**config.mk**
```make
export PLATFORM = sky130hd
export DESIGN_NAME = uart_packet_rx
export DESIGN_NICKNAME = d
export VERILOG_FILES = /design/src/rtl/uart_packet_rx.sv
export SDC_FILE = /design/constraint.sdc
export NUM_CORES = 1
export LEC_CHECK = 0
export BUFFER_PORTS_ARGS = -buffer_cell sky130_fd_sc_hd__buf_4
export CAP_MARGIN = 20
export CORE_MARGIN = 2
export CORE_UTILIZATION = 58
export CTS_CLUSTER_SIZE = 28
export DETAILED_ROUTE_END_ITERATION = 16
export GPL_ROUTABILITY_DRIVEN = 0
export PLACE_DENSITY = 0.78
export SLEW_MARGIN = 25
export SYNTH_ARGS = -nofsm -noshare
export SYNTH_HDL_FRONTEND = slang
export SYNTH_SLANG_ARGS = --single-unit
```
**constraint.sdc**
```tcl
create_clock -name clk -period 2.45 [get_ports clk]
set_clock_uncertainty 0.15 [all_clocks]
set_input_delay 0.49 -clock clk [delete_from_list [all_inputs] [get_ports clk]]
set_output_delay 0.49 -clock clk [all_outputs]
set_load 0.03 [all_outputs]
```
**src/rtl/uart_packet_rx.sv**
```systemverilog
// -----------------------------------------------------------------------------
// uart_packet_rx
//   Receives serial characters from an asynchronous UART line and assembles
//   PACKET_BYTES of them into one packet. A packet is exposed on `storage`
//   only when every character of it was received without framing or parity
//   errors. A packet left incomplete for IDLE_TIMEOUT bit periods is dropped.
//
// Ports
//   clk           in   system clock, rising-edge active
//   rst           in   asynchronous, active-high reset
//   uart_data     in   asynchronous serial line, idle high
//   storage       out  last complete packet; first character in the MS slot
//   is_data_ready out  one-cycle pulse when storage is updated
//   frame_error   out  one-cycle pulse when a stop bit is sampled low
//   parity_error  out  one-cycle pulse when a parity check fails
// -----------------------------------------------------------------------------
module uart_packet_rx #(
    parameter int CLK_PER_BIT  = 16,
    parameter int DATA_BITS    = 8,
    parameter int PACKET_BYTES = 2,
    parameter int PARITY       = 0,   // 0 none, 1 odd, 2 even
    parameter int MSB_FIRST    = 1,
    parameter int IDLE_TIMEOUT = 4
) (
    input  logic                              clk,
    input  logic                              rst,
    input  logic                              uart_data,
    output logic [PACKET_BYTES*DATA_BITS-1:0] storage,
    output logic                              is_data_ready,
    output logic                              frame_error,
    output logic                              parity_error
);

    localparam int HALF_BIT     = CLK_PER_BIT / 2;
    localparam int TIMEOUT_CLKS = IDLE_TIMEOUT * CLK_PER_BIT;
    localparam int TW           = $clog2(CLK_PER_BIT);        // bit timer: 0..CLK_PER_BIT-1
    localparam int BCW          = $clog2(DATA_BITS);          // data bit index: 0..DATA_BITS-1
    localparam int CW           = $clog2(PACKET_BYTES + 1);   // character count: 0..PACKET_BYTES
    localparam int ITW          = $clog2(TIMEOUT_CLKS + 1);   // idle timer: 0..TIMEOUT_CLKS
    localparam int PW           = PACKET_BYTES * DATA_BITS;

    typedef enum logic [2:0] {
        IDLE,
        START,
        DATA,
        PAR,
        STOP
    } state_t;

    state_t               state;
    logic                 sync_0;
    logic                 sync_1;
    logic [1:0]           settle;      // fills with ones once sync_1 carries a real line sample
    logic                 line_prev;
    logic                 fall;
    logic [TW-1:0]        bit_timer;
    logic [BCW-1:0]       bit_count;
    logic [DATA_BITS-1:0] shift_reg;
    logic                 par_flag;
    logic [CW-1:0]        char_count;
    logic [ITW-1:0]       idle_timer;
    logic [PW-1:0]        shadow;
    logic [PW-1:0]        shadow_next;

    // line_prev only tracks the line once the synchroniser holds real samples,
    // so a line that is already low when reset releases never looks like a
    // falling edge; it must go high and fall again first.
    assign fall = line_prev & ~sync_1;

    // Shadow buffer with the just-completed character dropped into its slot.
    // Slot 0 (first character) occupies the most-significant bits.
    always_comb begin
        // NOTE: every variable assigned in always_comb gets a default first so no latch is inferred.
        shadow_next = shadow;
        for (int i = 0; i < PACKET_BYTES; i++) begin
            if (char_count == CW'(i)) begin
                shadow_next[(PACKET_BYTES-1-i)*DATA_BITS +: DATA_BITS] = shift_reg;
            end
        end
    end

    always_ff @(posedge clk or posedge rst) begin
        if (rst) begin
            state         <= IDLE;
            // Synchroniser flops reset to the idle level of the line.
            sync_0        <= 1'b1;
            sync_1        <= 1'b1;
            settle        <= '0;
            line_prev     <= 1'b0;
            bit_timer     <= '0;
            bit_count     <= '0;
            shift_reg     <= '0;
            par_flag      <= 1'b0;
            char_count    <= '0;
            idle_timer    <= '0;
            // NOTE: the shadow buffer is a register bank, not a RAM, so it is reset with everything else.
            shadow        <= '0;
            storage       <= '0;
            is_data_ready <= 1'b0;
            frame_error   <= 1'b0;
            parity_error  <= 1'b0;
        end else begin
            // NOTE: sequential state uses non-blocking assignments so every register sees pre-edge values.
            sync_0        <= uart_data;
            sync_1        <= sync_0;
            settle        <= {settle[0], 1'b1};
            line_prev     <= settle[1] ? sync_1 : 1'b0;

            // Pulse outputs are high for exactly one cycle.
            is_data_ready <= 1'b0;
            frame_error   <= 1'b0;
            parity_error  <= 1'b0;

            if (state != IDLE) begin
                idle_timer <= '0;
            end

            case (state)
                IDLE: begin
                    bit_timer <= '0;
                    bit_count <= '0;
                    if (fall) begin
                        idle_timer <= '0;
                        state      <= START;
                    end else if (char_count != '0) begin
                        // A partial packet that stalls too long is dropped silently.
                        if (idle_timer == ITW'(TIMEOUT_CLKS - 1)) begin
                            idle_timer <= '0;
                            char_count <= '0;
                        end else begin
                            idle_timer <= idle_timer + 1'b1;
                        end
                    end else begin
                        idle_timer <= '0;
                    end
                end

                START: begin
                    par_flag <= 1'b0;
                    if (bit_timer == TW'(HALF_BIT - 1)) begin
                        bit_timer <= '0;
                        // A line back high at mid start bit was a glitch.
                        state     <= sync_1 ? IDLE : DATA;
                    end else begin
                        bit_timer <= bit_timer + 1'b1;
                    end
                end

                DATA: begin
                    if (bit_timer == TW'(CLK_PER_BIT - 1)) begin
                        bit_timer <= '0;
                        if (MSB_FIRST != 0) begin
                            shift_reg <= {shift_reg[DATA_BITS-2:0], sync_1};
                        end else begin
                            shift_reg <= {sync_1, shift_reg[DATA_BITS-1:1]};
                        end
                        if (bit_count == BCW'(DATA_BITS - 1)) begin
                            bit_count <= '0;
                            state     <= (PARITY != 0) ? PAR : STOP;
                        end else begin
                            bit_count <= bit_count + 1'b1;
                        end
                    end else begin
                        bit_timer <= bit_timer + 1'b1;
                    end
                end

                PAR: begin
                    if (bit_timer == TW'(CLK_PER_BIT - 1)) begin
                        bit_timer <= '0;
                        // Odd parity wants an odd total of ones over data plus parity bit.
                        par_flag  <= ((^shift_reg) ^ sync_1) != (PARITY == 1);
                        state     <= STOP;
                    end else begin
                        bit_timer <= bit_timer + 1'b1;
                    end
                end

                STOP: begin
                    if (bit_timer == TW'(CLK_PER_BIT - 1)) begin
                        // Back to IDLE at mid stop bit so a following start edge is not missed.
                        bit_timer <= '0;
                        state     <= IDLE;
                        if (!sync_1) begin
                            frame_error <= 1'b1;
                            char_count  <= '0;
                        end else if (par_flag) begin
                            parity_error <= 1'b1;
                            char_count   <= '0;
                        end else if (char_count == CW'(PACKET_BYTES - 1)) begin
                            shadow        <= shadow_next;
                            storage       <= shadow_next;
                            is_data_ready <= 1'b1;
                            char_count    <= '0;
                        end else begin
                            shadow     <= shadow_next;
                            char_count <= char_count + 1'b1;
                        end
                    end else begin
                        bit_timer <= bit_timer + 1'b1;
                    end
                end

                default: state <= IDLE;
            endcase
        end
    end

endmodule
```
Word level (Yosys, flattened, before mapping)
Index checks and enable logic that the tools add are counted.
{"block": "totals", "regBits": 68, "latch_bits": 0, "ram_bits": 0, "romBits": 0, "input_bits": 3, "out_inout_bits": 19, "word_cells": 104, "memories": 0}
{"block": "classes", "add_sub_neg": 4, "n_mul": 0, "div": 0, "magnitude_cmp": 0, "n_eq_ne": 18, "shift": 0, "muxes": 44, "bitwise_logic": 4, "reduce_logical": 18}
{"operator": "two-way mux 7 bit", "n": 5}
{"operator": "two-way mux 3 bit", "n": 8}
{"operator": "inequality test 2 bit (second input constant)", "n": 9}
{"operator": "two-way mux 2 bit", "n": 8}
{"operator": "two-way mux 8 bit", "n": 2}
{"operator": "case mux 3 bit (5 select lines)", "n": 1}
{"operator": "two-way mux 1 bit", "n": 14}
{"operator": "case mux 4 bit (3 select lines)", "n": 1}
{"operator": "AND reduction 5 bit", "n": 2}
{"operator": "nonzero test 2 bit", "n": 5}
{"operator": "two-way mux 4 bit", "n": 2}
{"operator": "XOR reduction 8 bit", "n": 1}
{"operator": "adder 7 x 1 -> 7 bit (second input constant)", "n": 1}
{"operator": "equality test 7 x 6 -> 1 bit (second input constant)", "n": 1}
{"operator": "equality test 3 x 2 -> 1 bit (second input constant)", "n": 2}
{"operator": "equality test 3 bit (second input constant)", "n": 2}
{"operator": "case mux 3 bit (2 select lines)", "n": 1}
{"operator": "AND reduction 2 bit", "n": 3}
{"operator": "AND reduction 6 bit", "n": 1}
{"operator": "nonzero test 3 bit", "n": 2}
{"operator": "adder 4 x 1 -> 4 bit (second input constant)", "n": 1}
{"operator": "equality test 4 x 3 -> 1 bit (second input constant)", "n": 1}
{"operator": "equality test 4 bit (second input constant)", "n": 1}
{"operator": "case mux 2 bit (2 select lines)", "n": 1}
{"operator": "other kinds (12)", "n": 13}

Logic depth before layout (Yosys ltp)
Gate-level depths: netlist of run 1.
{"block": "logic_depth", "word_depth": 6, "depth_mapped": 6, "depth_no_buf": 6}

Worst setup path after synthesis of run 1
No wires, ideal clock.
{"block": "synth_path", "path_type": "register -> register", "start": "reg state[1]", "end": "reg storage[15]", "setup_time_ns": 0.125, "arrival_time_ns": 1.683, "t_required_ns": 2.175, "slack_ns": 0.492, "stages_incl_launch_ff": 6, "n_path_buf": 1, "synth_period_minus_slack_ns": 1.958, "path_cell_list": "dfrtp_1 or3b_4 nor4b_4 nand3b_4 buf_6 mux2_4"}
{"block": "synth_via", "elab_chain_cells": 2}
{"element": "start: declaration", "line_no": "50", "text": "state_t state;"}
{"element": "start signal: assignment", "line_no": "143", "text": "state <= sync_1 ? IDLE : DATA;"}
{"element": "start signal: assignment", "line_no": "159", "text": "state <= (PARITY != 0) ? PAR : STOP;"}
{"element": "equality test 3 bit", "line_no": "118", "text": "case (state)"}
{"element": "AND reduction 5 bit (no line)"}
{"element": "end signal: assignment", "line_no": "192", "text": "storage <= shadow_next;"}
{"element": "end: declaration", "line_no": "28", "text": "output logic [PACKET_BYTES*DATA_BITS-1:0] storage,"}
No other way between the ends.
A chain may end at the register's enable or synchronous reset.

Worst setup path after layout of run 1
{"block": "layout_path", "start": "reg state[2]", "end": "reg storage[1]"}
Same word-level chain as after synthesis.

==> flow_summary_export.csv, run 1 <==
group,metric,value,unit
outcome,outcome,"completed",
yosys,synth_commonest_cells,"dfrtp_1 (58), mux2_2 (25), nor2_1 (15)",
sta,fmax,442,MHz
yosys,syn_inst,203,
layout,regArea,0.00150,sq mm
die,fp.dieW,71.8,um
power,p_switching,618,uW
yosys,yosysUniqueCellTypes,42,
power,total_power,2.52,mW
setup_path,critical_path_required,2.51,ns
die,core_area,0.00438,sq mm
place,dpl.hpwl,3200,um
layout,multi_input_area,0.00111,sq mm
setup_path,cp.arrival,2.32,ns
detailed_routing,routed_wl,4720,um
layout,layoutNonFillerInstCount,289,
global_route,grt_pass1_vias,1760,
cts,cts_resized,0,
cts,clock_sink_count,60,
detailed_routing,firstDrtPassIters,4,
die,start_util,60.8,%
setup_path,endpoint_kind,"register",
place,dp_cells,272,
setup_path,start_kind,"register",
detailed_routing,wl_per_cell,16.3,um
cts,cts-root-buf,"clkbuf_8",
yosys,synth-edff-count,0,
power,clkPwrFrac,42.6,%
layout,antenna_cells,0,
sta,rsz0062_at_grt,"false",
power,p_sw_share,24.5,%
global_route,grt_max_degree,59,
cts,h-tree-depth,3,
cts,cts_tree,"done",
setup_path,path_class,"reg -> reg",
layout,syn_to_final_growth,17.7,%
setup_path,path_max_fanout,17,
place,port_buffers,21,
detailed_routing,drc,0,
sta,whs,0.121,ns
sta,period_share,92.3,%
layout,largest_reg_flops,16,
yosys,ys_ff_latch,60,
yosys,async_reset_ff_share,100,%
yosys,synth_top_cell_by_area,"dfrtp_1",
sta,fin_setup_tns,0,ns
die,dieArea,0.00516,sq mm
detailed_routing,drt_iter0_drc,86,
layout,n_fill_cell,292,
min_path,hp-class,"in -> reg",
yosys,syn_area,0.00267,sq mm
die,rows,24,
yosys,synth.area.top_cells,"dfrtp_1 (54%), mux2_2 (11%), mux2_4 (6.2%)",
detailed_routing,drtAntennaViolNets,0,
yosys,yosysSeqAreaShare,56.4,%
yosys,yosysWarnings,0,
cts,cts_buffers,9,
global_route,antenna_found_initial,0,
yosys,synth_ff_type,"dfrtp_1",
yosys,synth.most_common_cell,"dfrtp_1",
power,powerDensity,803,mW/mm^2
power,leakagePower,1.62,nW
yosys,avgSynthCellArea,13.1,sq um
detailed_routing,via_count,1646,
power,p_int,1.91,mW
die,ioPinCount,22,
yosys,synth_fp_nets,210,
power,ir_drop,0.474,mV
global_route,grt_pass1_wl,8250,um
sta,finalCriticalPeriod,2.26,ns
yosys,synth_top_area_share,54.4,%
cts,clkLatencyLatePin,0.33,ns
job,maxCapViolCount,0,
die,dieHeight,71.8,um
global_route,overflow,0,
sta,hold_violations,0,
layout,drive_above_1_share,36.3,%
power,pwr-share-comb,14.1,%
sta,drv_slew,0,
layout,num-nets-final,239,
cts,clk_pin_slew,0.06,ns
cts,clockBufferDepth,2,
detailed_routing,via_per_inst,5.70,
global_route,track_usage,21.1,%
sta,setup-violations-final,0,
power,p_seq_share,43.3,%
==> final timing paths <==
| kind | to | startpoint | slack, ns | depth (start not counted) |
|---|---|---|---|---|
| setup / recovery | storage[1]$_DFFE_PP0P_ | state[2]$_DFFE_PP0P_ | 0.19 | 4 |
| hold / removal | sync_0$_DFF_PP1_ | uart_data | 0.12 | 1 |
| hold reg to reg | settle[1]$_DFF_PP0_ | settle[0]$_DFF_PP0_ | 0.20 | 0 |
| min in group asynchronous | idle_timer[0]$_DFF_PP0_ | rst | 0.43 | 3 |
| setup reg to reg | storage[1]$_DFFE_PP0P_ | state[2]$_DFFE_PP0P_ | 0.19 | 4 |
| max in group asynchronous | sync_1$_DFF_PP1_ | rst | 1.19 | 4 |
==> final cells by class <==
cell class | instances | area share [%]
clock inverter | 4 | 3.11
sequential | 60 | 47.9
tap | 52 | 2.07
inverter | 3 | 0.359
clock buffer | 12 | 4.62
multi-input combinational | 132 | 35.3
timing repair buffer | 26 | 6.69
==> power by group through the flow <==
stage	clock, mW	sequential (mW)	combinational (mW)
detailed placement	0	1.11	0.350
global route	1.13	1.10	0.401
CTS	1.09	1.09	0.356
floorplan	0	1.10	0.275
global placement	0	1.11	0.332
finish	1.07	1.09	0.355
==> kinds of logic (layout without fill, tap and decap cells) <==
kind of cell    after synthesis  after routing  share of synthesized area, %
compound gates               22             22                          5.11
fa+ha+maj                     4              4                          1.88
simple gates                 58             58                          12.9
mux                          37             37                          17.1
xor+xnor                     10             10                          4.32
flops                        60             60                          56.4
other cells                   1              1                         0.141
buf+inv                      11             45                          2.11
==> per-stage QoR <==
stage	setup WS, ns	cell area (sq um)	util [%]
after floorplan	0.329	2670	-
after global placement	0.306	2890	65.9
after detailed placement	0.199	2890	65.9
after CTS	0.191	3140	71.6
after global routing	0.0807	3140	71.6
final	0.188	3140	71.6
==> critical path: stages (launching register included) <==
cell and delay, ns:
dfrtp_1 0.48, or3b_4 0.45, nor4b_4 0.31, nand3b_4 0.34
mux2_4 0.40
==> what timing repair did <==
| action | in CTS | in global routing |
|---|---|---|
| endpoints found under the setup margin | 0 | 0 |
| buffers inserted | 0 | 0 |
| hold endpoints to repair | 2 | 0 |
| hold buffers | 1 | 0 |
==> routing by layer <==
metal  GRT usage [%]  wire length [um]
met4            11.3               110
met1            26.8              2130
met3            4.92               139
met2            33.7              2340
met5               0                 0
==> placed cells by master, fill, tap and decap left out, types with 4 or more instances in the layout <==
cell type   n
nand3_1     4
and3_1      6
mux2_2     25
nand2_1     8
ha_1        4
clkbuf_8   10
mux2_4     11
o21ai_0     9
a21oi_1     4
nor2_1     15
buf_4      24
nor3_1      6
dfrtp_1    58
xnor2_1     5
(Power assumes the default switching activity.)
==> run 2: changes to the inputs <==
CORE_UTILIZATION = 44   (was 58)
PLACE_DENSITY = unset   (was 0.78)
==> run 2 against run 1 <==
Combinational power is 2% lower. Worst hold slack worse by 0.053 ns. Maximum frequency is 5.5% higher. Core utilization is 18 points lower. Largest cell class unchanged. Largest power group unchanged. Highest routed layer unchanged.
==> flow_summary_export.csv, run 2 (synthesis results as in run 1) <==
group,metric,value,unit
detailed_routing,drc,0,
layout,num-nets-final,239,
sta,fmax,466,MHz
sta,hold_violations,0,
global_route,antenna_found_initial,0,
setup_path,endpoint_kind,"register",
sta,drv_slew,0,
layout,antenna_cells,0,
sta,fin_setup_tns,0,ns
detailed_routing,via_count,1567,
die,start_util,45.3,%
cts,clock_sink_count,60,
die,core_area,0.00589,sq mm
cts,h-tree-depth,3,
setup_path,cp.arrival,2.21,ns
place,port_buffers,21,
global_route,track_usage,15.2,%
cts,cts-root-buf,"clkbuf_8",
global_route,overflow,0,
power,leakagePower,1.61,nW
global_route,grt_max_degree,61,
setup_path,start_kind,"register",
die,ioPinCount,22,
cts,clkLatencyLatePin,0.33,ns
place,placed_area,0.00292,sq mm
detailed_routing,routed_wl,4390,um
cts,clk_pin_slew,0.06,ns
cts,cts_tree,"done",
sta,rsz0062_at_grt,"false",
global_route,grt_pass1_wl,7450,um
layout,final_common_cell,"dfrtp_1",
cts,postCtsHoldBufs,0,
outcome,outcome,"completed",
setup_path,ff2ff_path_depth,5,
power,powerDensity,769,mW/mm^2
setup_path,critical_path_required,2.51,ns
setup_path,r2r_end,"storage[2]$_DFFE_PP0P_",
setup_path,path_max_fanout,17,
place,dpl.hpwl,2930,um
layout,layoutNonFillerInstCount,312,
setup_path,regToRegSetupSlack,0.31,ns
sta,period_share,87.5,%
sta,finalCriticalPeriod,2.14,ns
layout,layout.cells.most_common_list,"dfrtp_1 (58), mux2_2 (25), buf_4 (25)",
layout,syn_to_final_growth,17.8,%
setup_path,path_class,"reg -> reg",
global_route,grt_pass1_vias,1530,
die,dieHeight,81.9,um
layout,fin_area,0.00314,sq mm
layout,final_util,53.4,%
detailed_routing,wl_per_cell,14.1,um
die,fp.dieW,81.9,um
place,dp_cells,296,
job,maxCapViolCount,0,
sta,finalWorstSetupSlack,0.306,ns
detailed_routing,drtAntennaViolNets,0,
layout,largest_reg_flops,16,
die,dieArea,0.00670,sq mm
detailed_routing,via_per_inst,5.02,
place,dp_slack,0.302,ns
sta,setup-violations-final,0,
die,rows,28,
setup_path,r2r_start,"bit_timer[0]$_DFFE_PP0P_",
detailed_routing,drt_iter0_drc,91,
layout,drive_above_1_share,36.7,%
cts,cts_resized,0,
detailed_routing,firstDrtPassIters,4,
cts,cts_buffers,9,
min_path,hp-class,"in -> async",
cts,clockBufferDepth,2,
cts,post_cts_buffers,0,
power,ir_drop,0.432,mV
run 2: cell count changes in the layout (fill, tap and decap cells not counted), sizes merged:
cell         before  now
bufinv            3    2
clkinv            0    1
dlygate4sd3       1    0
buf              25   26
run 2: area by class of cell:
| type | count | area [sq um] |
|---|---|---|
| clock inverters | 4 | 72.6 |
| multi-input cells | 132 | 1110 |
| inverters | 3 | 11.3 |
| flip-flops and latches | 60 | 1500 |
| fillers | 515 | 2740 |
| clock buffers | 12 | 145 |
| well taps | 75 | 93.8 |
| repair buffers | 26 | 208 |
run 2: critical path: stages, from the launching register on:
cell and delay (ns):
dfrtp_1 0.37, ha_1 0.24, nand3_1 0.17, nor4b_4 0.37, nand3b_4 0.32, mux2_4 0.39
run 2: per-stage QoR:
stage | total power [mW] | hold WS (ns)
after floorplan | 1.37 | 0.181
after global placement | 1.46 | 0.183
after detailed placement | 1.46 | 0.186
after CTS | 2.45 | 0.0697
after global routing | 2.56 | 0.0777
final | 2.41 | 0.0683
run 2: worst max path at each step:
| stage | cells after the start | endpoint | slack (ns) | start |
|---|---|---|---|---|
| 2_1_floorplan | 1 | bit_count[0]$_DFFE_PP0P_ | 0.33 | rst |
| 3_3_place_gp | 4 | storage[8]$_DFFE_PP0P_ | 0.36 | state[0]$_DFFE_PP0P_ |
| 3_5_place_dp | 5 | storage[15]$_DFFE_PP0P_ | 0.30 | bit_timer[0]$_DFFE_PP0P_ |
| 4_1_cts | 5 | storage[2]$_DFFE_PP0P_ | 0.29 | bit_timer[0]$_DFFE_PP0P_ |
| 5_1_grt | 5 | storage[2]$_DFFE_PP0P_ | 0.20 | bit_timer[0]$_DFFE_PP0P_ |
| 6_report | 5 | storage[2]$_DFFE_PP0P_ | 0.31 | bit_timer[0]$_DFFE_PP0P_ |
run 2: routing by layer:
| layer | vias to the layer above | global-route usage [%] | wire [um] |
|---|---|---|---|
| met5 | - | 0 | 0 |
| met4 | 0 | 8.50 | 89 |
| met3 | 9 | 4.62 | 192 |
| met2 | 28 | 21.1 | 1880 |
| met1 | 762 | 21.1 | 2230 |
| li1 | 768 | - | - |
run 2: power breakdown:
group | switching, mW | internal (mW) | total [mW]
Combinational | 0.195 | 0.154 | 0.349
Clock | 0.371 | 0.599 | 0.971
Sequential | 0.0498 | 1.04 | 1.09
